[src/rtl/mipi_rx_lane_deskew.sv]
// Lane deskew aligner: finds burst start, measures per-lane skew, re-times all enabled lanes.
// Latency: fixed DEPTH cycles from the first-arriving lane to dout/validout.
// Backpressure: none; the receive path cannot stall, so faults are flagged and the burst dropped.
//
// Ports:
//   clk, rst          - rising-edge clock, synchronous active-high reset
//   lane_en           - enabled-lane mask, captured when a burst starts
//   din, validin      - per-lane bytes from the byte aligners (lane i at [i*WIDTH +: WIDTH])
//   dout, validout    - aligned word; disabled lanes and idle cycles read 0
//   locked            - all enabled lanes aligned and streaming
//   skew              - largest lane offset of the current/last locked burst
//   error, err_code   - one-cycle error pulse; code 1=SKEW 2=DROP 3=GAP, held until next error
//   err_cnt           - saturating error count
module mipi_rx_lane_deskew #(
  parameter int LANES = 4,
  parameter int WIDTH = 8,
  parameter int DEPTH = 4,
  localparam int SKW = $clog2(DEPTH)
) (
  input  logic                   clk,
  input  logic                   rst,
  input  logic [LANES-1:0]       lane_en,
  input  logic [LANES*WIDTH-1:0] din,
  input  logic [LANES-1:0]       validin,
  output logic [LANES*WIDTH-1:0] dout,
  output logic                   validout,
  output logic                   locked,
  output logic [SKW-1:0]         skew,
  output logic                   error,
  output logic [1:0]             err_code,
  output logic [7:0]             err_cnt
);

  localparam logic [SKW-1:0] CMAX = SKW'(DEPTH - 1);
  localparam logic [1:0] ERR_SKEW = 2'd1;
  localparam logic [1:0] ERR_DROP = 2'd2;
  localparam logic [1:0] ERR_GAP  = 2'd3;

  typedef enum logic [1:0] {IDLE = 2'd0, ALIGN = 2'd1, LOCKED = 2'd2, RESYNC = 2'd3} state_t;

  state_t state, state_nxt;

  logic [LANES-1:0] en_q;
  logic [LANES-1:0] arr_q;
  logic [SKW-1:0]   off_q [LANES];
  logic [SKW-1:0]   cnt;            // cycles since T0, saturating at DEPTH-1
  logic             from_lock;      // first IDLE cycle after a clean burst end

  // dl[i][j] holds {valid, data} of lane i from j+1 cycles ago.
  logic [WIDTH:0]   dl   [LANES][DEPTH-1];
  logic [WIDTH:0]   taps [LANES][DEPTH];
  logic [SKW-1:0]   tap_sel [LANES];

  logic [LANES-1:0]       dv;
  logic [LANES*WIDTH-1:0] dd;
  logic [LANES-1:0]       new_arr;
  logic all_arr, drop_al, cnt_max, eval, v_all, v_none;
  logic err_set;
  logic [1:0] err_kind;
  logic validout_nxt;
  logic [LANES*WIDTH-1:0] dout_nxt;

  // Tap d gives delay d through the comb path; the output register adds one,
  // so delay d = DEPTH-1-o_i yields DEPTH-o_i in total. A lane arriving in the
  // current ALIGN cycle has no stored offset yet, so it uses cnt directly.
  always_comb begin
    for (int i = 0; i < LANES; i++) begin
      taps[i][0] = {validin[i], din[i*WIDTH +: WIDTH]};
      for (int j = 1; j < DEPTH; j++) begin
        taps[i][j] = dl[i][j-1];
      end
      tap_sel[i] = CMAX - (arr_q[i] ? off_q[i] : cnt);
      {dv[i], dd[i*WIDTH +: WIDTH]} = taps[i][tap_sel[i]];
    end
  end

  assign new_arr = validin & en_q & ~arr_q;
  assign all_arr = ((arr_q | validin) & en_q) == en_q;
  assign drop_al = |(arr_q & en_q & ~validin);
  assign cnt_max = (cnt == CMAX);
  assign v_all   = (dv & en_q) == en_q;
  assign v_none  = (dv & en_q) == '0;
  // The first aligned word is due at T0+DEPTH; when the last lane arrives at
  // offset DEPTH-1 that evaluation happens while still in ALIGN.
  assign eval    = cnt_max && ((state == LOCKED) ||
                               ((state == ALIGN) && all_arr && !drop_al));
  assign locked  = (state == LOCKED);

  always_ff @(posedge clk) begin
    if (rst) state <= IDLE;
    else     state <= state_nxt;
  end

  always_comb begin
    state_nxt = state;
    err_set   = 1'b0;
    err_kind  = ERR_SKEW;
    unique case (state)
      IDLE: begin
        if (from_lock && |(validin & en_q)) begin
          state_nxt = RESYNC;
          err_set   = 1'b1;
          err_kind  = ERR_GAP;
        end else if (|(validin & lane_en)) begin
          state_nxt = ((validin & lane_en) == lane_en) ? LOCKED : ALIGN;
        end
      end
      ALIGN: begin
        // A drop outranks a simultaneous timeout.
        if (drop_al) begin
          state_nxt = RESYNC;
          err_set   = 1'b1;
          err_kind  = ERR_DROP;
        end else if (all_arr) begin
          state_nxt = LOCKED;
        end else if (cnt_max) begin
          state_nxt = RESYNC;
          err_set   = 1'b1;
          err_kind  = ERR_SKEW;
        end
      end
      LOCKED: begin
        if (cnt_max && !v_all) begin
          if (v_none) begin
            state_nxt = IDLE;
          end else begin
            state_nxt = RESYNC;
            err_set   = 1'b1;
            err_kind  = ERR_DROP;
          end
        end
      end
      RESYNC: begin
        if ((validin & en_q) == '0) state_nxt = IDLE;
      end
      default: state_nxt = IDLE;
    endcase
  end

  always_comb begin
    validout_nxt = eval && v_all;
    dout_nxt     = '0;
    for (int i = 0; i < LANES; i++) begin
      if (validout_nxt && en_q[i]) dout_nxt[i*WIDTH +: WIDTH] = dd[i*WIDTH +: WIDTH];
    end
  end

  always_ff @(posedge clk) begin
    if (rst) begin
      en_q      <= '0;
      arr_q     <= '0;
      cnt       <= '0;
      from_lock <= 1'b0;
      validout  <= 1'b0;
      dout      <= '0;
      skew      <= '0;
      error     <= 1'b0;
      err_code  <= 2'd0;
      err_cnt   <= 8'd0;
      for (int i = 0; i < LANES; i++) begin
        off_q[i] <= '0;
        for (int j = 0; j < DEPTH-1; j++) dl[i][j] <= '0;
      end
    end else begin
      for (int i = 0; i < LANES; i++) begin
        dl[i][0] <= {validin[i], din[i*WIDTH +: WIDTH]};
        for (int j = 1; j < DEPTH-1; j++) dl[i][j] <= dl[i][j-1];
      end
      from_lock <= (state == LOCKED) && (state_nxt == IDLE);
      validout  <= validout_nxt;
      dout      <= dout_nxt;
      error     <= err_set;
      if (err_set) begin
        err_code <= err_kind;
        if (err_cnt != 8'hff) err_cnt <= err_cnt + 8'd1;
      end
      case (state)
        IDLE: begin
          if (state_nxt == ALIGN || state_nxt == LOCKED) begin
            en_q  <= lane_en;
            arr_q <= validin & lane_en;
            cnt   <= SKW'(1);
            for (int i = 0; i < LANES; i++) off_q[i] <= '0;
            if (state_nxt == LOCKED) skew <= '0;
          end
        end
        ALIGN: begin
          if (!cnt_max) cnt <= cnt + 1'b1;
          arr_q <= arr_q | new_arr;
          for (int i = 0; i < LANES; i++) begin
            if (new_arr[i]) off_q[i] <= cnt;
          end
          if (state_nxt == LOCKED) skew <= cnt;
        end
        LOCKED: begin
          if (!cnt_max) cnt <= cnt + 1'b1;
        end
        default: ;
      endcase
    end
  end

endmodule

[config.mk]
export PLATFORM = sky130hd
export DESIGN_NAME = mipi_rx_lane_deskew
export DESIGN_NICKNAME = d
export VERILOG_FILES = /design/src/rtl/mipi_rx_lane_deskew.sv
export SDC_FILE = /design/constraint.sdc
export NUM_CORES = 1
export LEC_CHECK = 0
export ABC_AREA = 1
export CAP_MARGIN = 10
export CORE_MARGIN = 2
export CORE_UTILIZATION = 52
export CTS_BUF_LIST = sky130_fd_sc_hd__clkbuf_8
export CTS_CLUSTER_SIZE = 24
export DETAILED_ROUTE_END_ITERATION = 12
export HOLD_SLACK_MARGIN = 0.06
export PLACE_DENSITY = 0.79
export SLEW_MARGIN = 20
export SYNTH_ARGS = -nofsm -noshare
export SYNTH_HDL_FRONTEND = slang
export SYNTH_SLANG_ARGS = --single-unit
[constraint.sdc]
create_clock -name clk -period 3 [get_ports clk]
set_input_delay 0.45 -clock clk [delete_from_list [all_inputs] [get_ports clk]]
set_output_delay 0.45 -clock clk [all_outputs]
set_load 0.03 [all_outputs]
==> Word-level counts from Yosys, hierarchy flattened <==
Memories as Yosys holds them, arrays and structs flattened.
Index checks and enable logic that the tools add are counted.
{ "word_totals": {"memories": 2, "register_bits": 59, "ram_bits": 116} }
{ "classes": {"n_lt_le_gt_ge": 4, "n_mux": 90, "n_bitwise": 39, "n_addsub": 6, "reduce_logical": 34, "n_eq_ne": 14} }
{ "memory_table": {"columns": ["memory", "words", "word_bits", "rd", "rd_clocked_by_memory_dff", "write_ports", "line_no", "text"], "rows": [
  ["dl", 4, 27, 4, 0, 4, "50", "logic [WIDTH:0] dl [LANES][DEPTH-1];"],
  ["off_q", 4, 2, 4, 0, 4, "45", "logic [SKW-1:0] off_q [LANES];"]
]} }
{ "op_table": {"columns": ["op", "count"], "rows": [
  ["$mux 9", 20],
  ["$bmux 9 s2", 4],
  ["$mux 2", 30],
  ["$mux 1", 29],
  ["$and 4x4->4", 7],
  ["$or 1x1->1", 20],
  ["$eq 4x4->1", 3],
  ["$ge 3x3->1 const B", 4],
  ["$not 2->3", 4],
  ["$reduce_or 4->1", 3],
  ["$logic_and 1x1->1", 11],
  ["$reduce_or 2->1", 5],
  ["$add 8x1->8 const B", 1],
  ["$eq 2x2->1 const B", 4],
  ["$logic_not 4->1", 2],
  ["$ne 8x8->1 const B", 1],
  ["$not 4->4", 2],
  ["$or 4x4->4", 2],
  ["$pmux 2 s2", 2],
  ["$pmux 2 s4", 1],
  ["$pmux 4 s2", 1],
  ["$sub 2x2->2 const A", 4],
  ["$ne 2x2->1 const B", 3],
  ["$pmux 2 s3", 1],
  ["other kinds (13)", 23]
]} }

==> Depth between registers and ports, before layout <==
An unclocked memory read counts as a cell.
{ "depth": {"ltp_word": 21, "depth_mapped": 22} }

==> Worst setup path before layout <==
Ideal clock, no wire load.
{ "synth_path": {"path_type": "flip-flop to flip-flop", "from": "register cnt[1]", "to": "register skew[0]", "path_stages_with_launch": 19, "path_buffers": 1, "period_less_slack_ns": 2.970, "required_ns": 2.930, "t_arrival_ns": 2.899, "setup_slack_ns": 0.030, "path_cell_list": "dfxtp_1 inv_2 buf_6 o21ai_2 nand3_1 nand3_1 nand2_1 o21ai_0 nand2_1 nand3_1 nand2_1 a21boi_0 ha_1 nor2_1 o21bai_1 nand2_1 inv_1 nand3_1 a21oi_1"} }
{ "synth_via": {"elab_chain_len": 16, "elab_cells_between_ends": 43} }
{ "synth_rtl": {"columns": ["item", "line_no", "text"], "rows": [
  ["from (decl)", "46", "logic [SKW-1:0] cnt;"],
  ["from (signal assigned)", "188", "if (!cnt_max) cnt <= cnt + 1'b1;"],
  ["from (signal assigned)", "196", "if (!cnt_max) cnt <= cnt + 1'b1;"],
  ["$mux 2", "72", "tap_sel[i] = CMAX - (arr_q[i] ? off_q[i] : cnt);"],
  ["$sub 2x2->2", "72", null],
  ["$not 2->3 (not written as such)", "73", "{dv[i], dd[i*WIDTH +: WIDTH]} = taps[i][tap_sel[i]];"],
  ["$bmux 9 s2", "73", null],
  ["$mux 9 (not written as such) (2 in a row)", "73", null],
  ["$and 4x4->4", "81, 82", null],
  ["$eq 4x4->1", "81", "assign v_all = (dv & en_q) == en_q;"],
  ["$logic_not 1->1", "123", "if (cnt_max && !v_all) begin"],
  ["$logic_and 1x1->1", "123", null],
  ["$mux 2", "123", null],
  ["$pmux 2 s4 *", "98", "unique case (state)"],
  ["$eq 2x1->1 / $eq 2x2->1 (equally long branches)", "179, 184, 193", null],
  ["$logic_or 1x1->1", "179", "if (state_nxt == ALIGN || state_nxt == LOCKED) begin"],
  ["$ne 2x2->1 (no line)", null, null],
  ["$reduce_and 4->1 (no line) *", null, null],
  ["to (signal assigned)", "193", "if (state_nxt == LOCKED) skew <= cnt;"],
  ["to (decl)", "28", "output logic [SKW-1:0] skew,"]
]} }
Mark *: on every way between the ends. The rest lies on a longest branch, timed or not. The select of a mux whose other input is x is not followed.
A chain may end at the register's enable or synchronous reset.

==> Worst setup path after layout <==
{ "layout_path": {"from": "register cnt[1]", "to": "register arr_q[3]"} }
{ "layout_via": {"elab_chain_len": 16, "elab_cells_between_ends": 41} }
{ "layout_rtl": {"columns": ["item", "line_no", "text"], "rows": [
  ["$mux 2", "72", null],
  ["$sub 2x2->2", "72", null],
  ["$not 2->3 (not written as such)", "73", null],
  ["$bmux 9 s2", "73", null],
  ["$mux 9 (not written as such) (2 in a row)", "73", null],
  ["$and 4x4->4", "81, 82", null],
  ["$eq 4x4->1", "81", null],
  ["$logic_not 1->1", "123", null],
  ["$logic_and 1x1->1", "123", null],
  ["$mux 2", "123", null],
  ["$pmux 2 s4 *", "98", null],
  ["$eq 2x1->1 / $eq 2x2->1 (equally long branches)", "179", null],
  ["$logic_or 1x1->1 *", "179", null],
  ["$ne 2x2->1 (no line) *", null, null],
  ["$reduce_and 2->1 (no line) *", null, null],
  ["to (signal assigned)", "181", "arr_q <= validin & lane_en;"],
  ["to (signal assigned)", "189", "arr_q <= arr_q | new_arr;"],
  ["to (decl)", "44", "logic [LANES-1:0] arr_q;"]
]} }
Marks and branches as above.

==> flow_summary.toml <==
[clocking]
clkSinkCount = 175
cts_tree = "done"
holdBufCountCts = 0
post_cts_buffers = 0
cts_buffers = 17
clk_pin_slew_ns = 0.08
clk_latency_ns = 0.45
h-tree-depth = 4
ctsLongestPathBuffers = 2
clockRootBuffer = "clkbuf_8"

[detailed_routing]
wl_per_cell_um = 12.5
ant_nets = 0
vias_per_cell = 4.92
firstDrtPassIters = 5
via_count = 5959
routed_wl_um = 15100
drc = 0
drtIter0Drc = 453

[sta]
tightestPinTransition_ns = 0.875
maxClockFrequency_mhz = 355
finClkSkew_ns = 0.0111
period_share_pct = 94.0
hold_ws_ns = 0.340
slew_headroom_pct = 41.7
tns_ns = 0
finalSetupViolCount = 0
slew_violations = 0
hold_violations = 0
min_period_ns = 2.82
layout_setup_ws_ns = 0.181

[place]
io_buffers = 88
dpl.hpwl_um = 10500
place_ws_ns = -0.361
place.gp.congestion = 0.973
place_area_um2 = 8330
dp.cells = 1181

[synthesis]
synth_most_common_cell = "dfxtp_1"
synth_area_leaders = "dfxtp_1 (48%), inv_1 (8.2%), nor2_1 (7.4%)"
synthesis.nets = 950
yosys_warnings = 0
synth_common_cells = "dfxtp_1 (169), inv_1 (152), nor2_1 (138)"
synth_seq_area_share_pct = 51.1
synth_top_area_share_pct = 48.5
synth.cell_area_um2 = 6980
ys.flop_type = "dfxtp_1"
synth_edf_count = 6
avgSynthCellArea_um2 = 7.76
synth_cell_types = 42
synth_seq_cells = 175
yosysTopAreaCell = "dfxtp_1"
async_reset_ff_share_pct = 0
synth_cells = 899

[die]
rows = 42
die_area_um2 = 14400
ios = 89
fp.dieH_um = 120
start_util_pct = 52.9
coreArea_um2 = 13200
die_x_um = 120

[run]
cap_violations = 0

[global_routing]
grt_antenna_before_repair = 0
grt_pass1_wl_um = 24800
grt_pass1_vias = 5393
grt_remaining_overflow = 0
grt_max_degree = 88
grtUsageTotal_pct = 21.5

[worst_setup_path]
critPathCaptureType = "flip-flop"
crit_required_ns = 3.33
start_kind = "flip-flop"
path_class = "reg2reg"
critical_path_arrival_ns = 3.15
critical_path.max_fanout = 11

[power]
power_leakage_nw = 3.80
p_total_mw = 6.56
p_per_area_nw_per_um2 = 746
ir_worst_vdd_mv = 0.352

[final_layout]
post-route-util_pct = 66.7
fillCellCount = 1091
area_delta_synth_final_pct = 26.1
instances_no_fill = 1212
num_antenna_cells = 0
num-nets-final = 1075
layout.area.seq_um2 = 3570
drive_above_1_share_pct = 12.9
fin_area_um2 = 8800
multi_input_area_um2 = 2700

[hold_path]
hp-class = "in2reg"

[outcome]
status = "finished, final reports clean"
layout by cell type, fill, tap and decap left out, drive strengths merged, types with 16 or more instances in the layout:
master and n:
o21ai 49, o211ai 30, buf 56, inv 163, nor2 142, nand2 135, nand3 37, nand4 16
clkdlybuf4s50 87, clkbuf 22, a21oi 80, dfxtp 169
worst max-delay path: stages, from the launching register on:
cell and delay, ns:
dfxtp_2 0.36, inv_4 0.08, o21a_4 0.21, inv_1 0.10, nand2_1 0.10, nand3_2 0.08
nand2_1 0.06, buf_4 0.14, nor2_4 0.12, nor2_4 0.05, nand2_1 0.08, nand3_1 0.07
nand2_1 0.11, a21boi_2 0.07, ha_1 0.30, nor2_2 0.14, o21bai_2 0.13, buf_4 0.15
a21oi_1 0.06, a311oi_1 0.29
final timing paths:
kind                              from                    end  slack (ns)  cells after the start
setup reg to reg   cnt[1]$_SDFFE_PP0P_  arr_q[3]$_SDFFE_PP0P_        0.18                     19
setup / recovery   cnt[1]$_SDFFE_PP0P_  arr_q[3]$_SDFFE_PP0P_        0.18                     19
hold / removal                     rst   dl[2][15]$_SDFF_PP0_        0.34                      2
hold reg to reg   dl[3][20]$_SDFF_PP0_   dl[3][11]$_SDFF_PP0_        0.42                      2
logic make-up (layout without fill, tap and decap cells):
| group | Yosys count | after routing | synth area share, % |
|---|---|---|---|
| AO/OA/AOI/OAI | 176 | 176 | 15.0 |
| XOR/XNOR | 1 | 1 | 0.126 |
| adder cells (fa/ha/maj) | 9 | 9 | 1.61 |
| buffers and inverters | 195 | 332 | 10.8 |
| flip-flops | 175 | 175 | 51.1 |
| AND/OR/NAND/NOR | 343 | 343 | 21.4 |
state kept, by name, summed over array words and instances (netlist names), 4 cells and up:
register  flops
err_cnt       8
arr_q         4
off_q         8
en_q          4
dout         32
dl          108
area by class of cell:
class / count / share of cell area, %
clock buffer: 22 / 3.44
multi-input combinational: 529 / 30.6
clock inverter: 9 / 1.32
inverter: 158 / 6.77
timing repair buffer: 143 / 14.7
sequential: 175 / 40.6
tap: 176 / 2.50
layer usage:
metal  vias to the layer above  wire, µm  global-route usage [%]
met5                         -         0                       0
met2                       145      7070                    35.5
li1                       3106         -                       -
met3                        30       756                    4.85
met4                         0       325                    8.46
met1                      2678      6940                    27.3
timing repair:
action	CTS	global route
resized for setup	2	16
endpoints found under the hold margin	0	0
pin swaps	0	1
endpoints found under the setup margin	8	20
power by group:
| part | total, mW | switching [mW] | leakage [nW] | internal, mW |
|---|---|---|---|---|
| Clock | 1.70 | 0.783 | 0.230 | 0.919 |
| Sequential | 2.64 | 0.129 | 1.45 | 2.51 |
| Combinational | 2.22 | 1.34 | 2.12 | 0.884 |
| Total | 6.56 | 2.25 | 3.80 | 4.32 |
(Power assumes the default switching activity.)
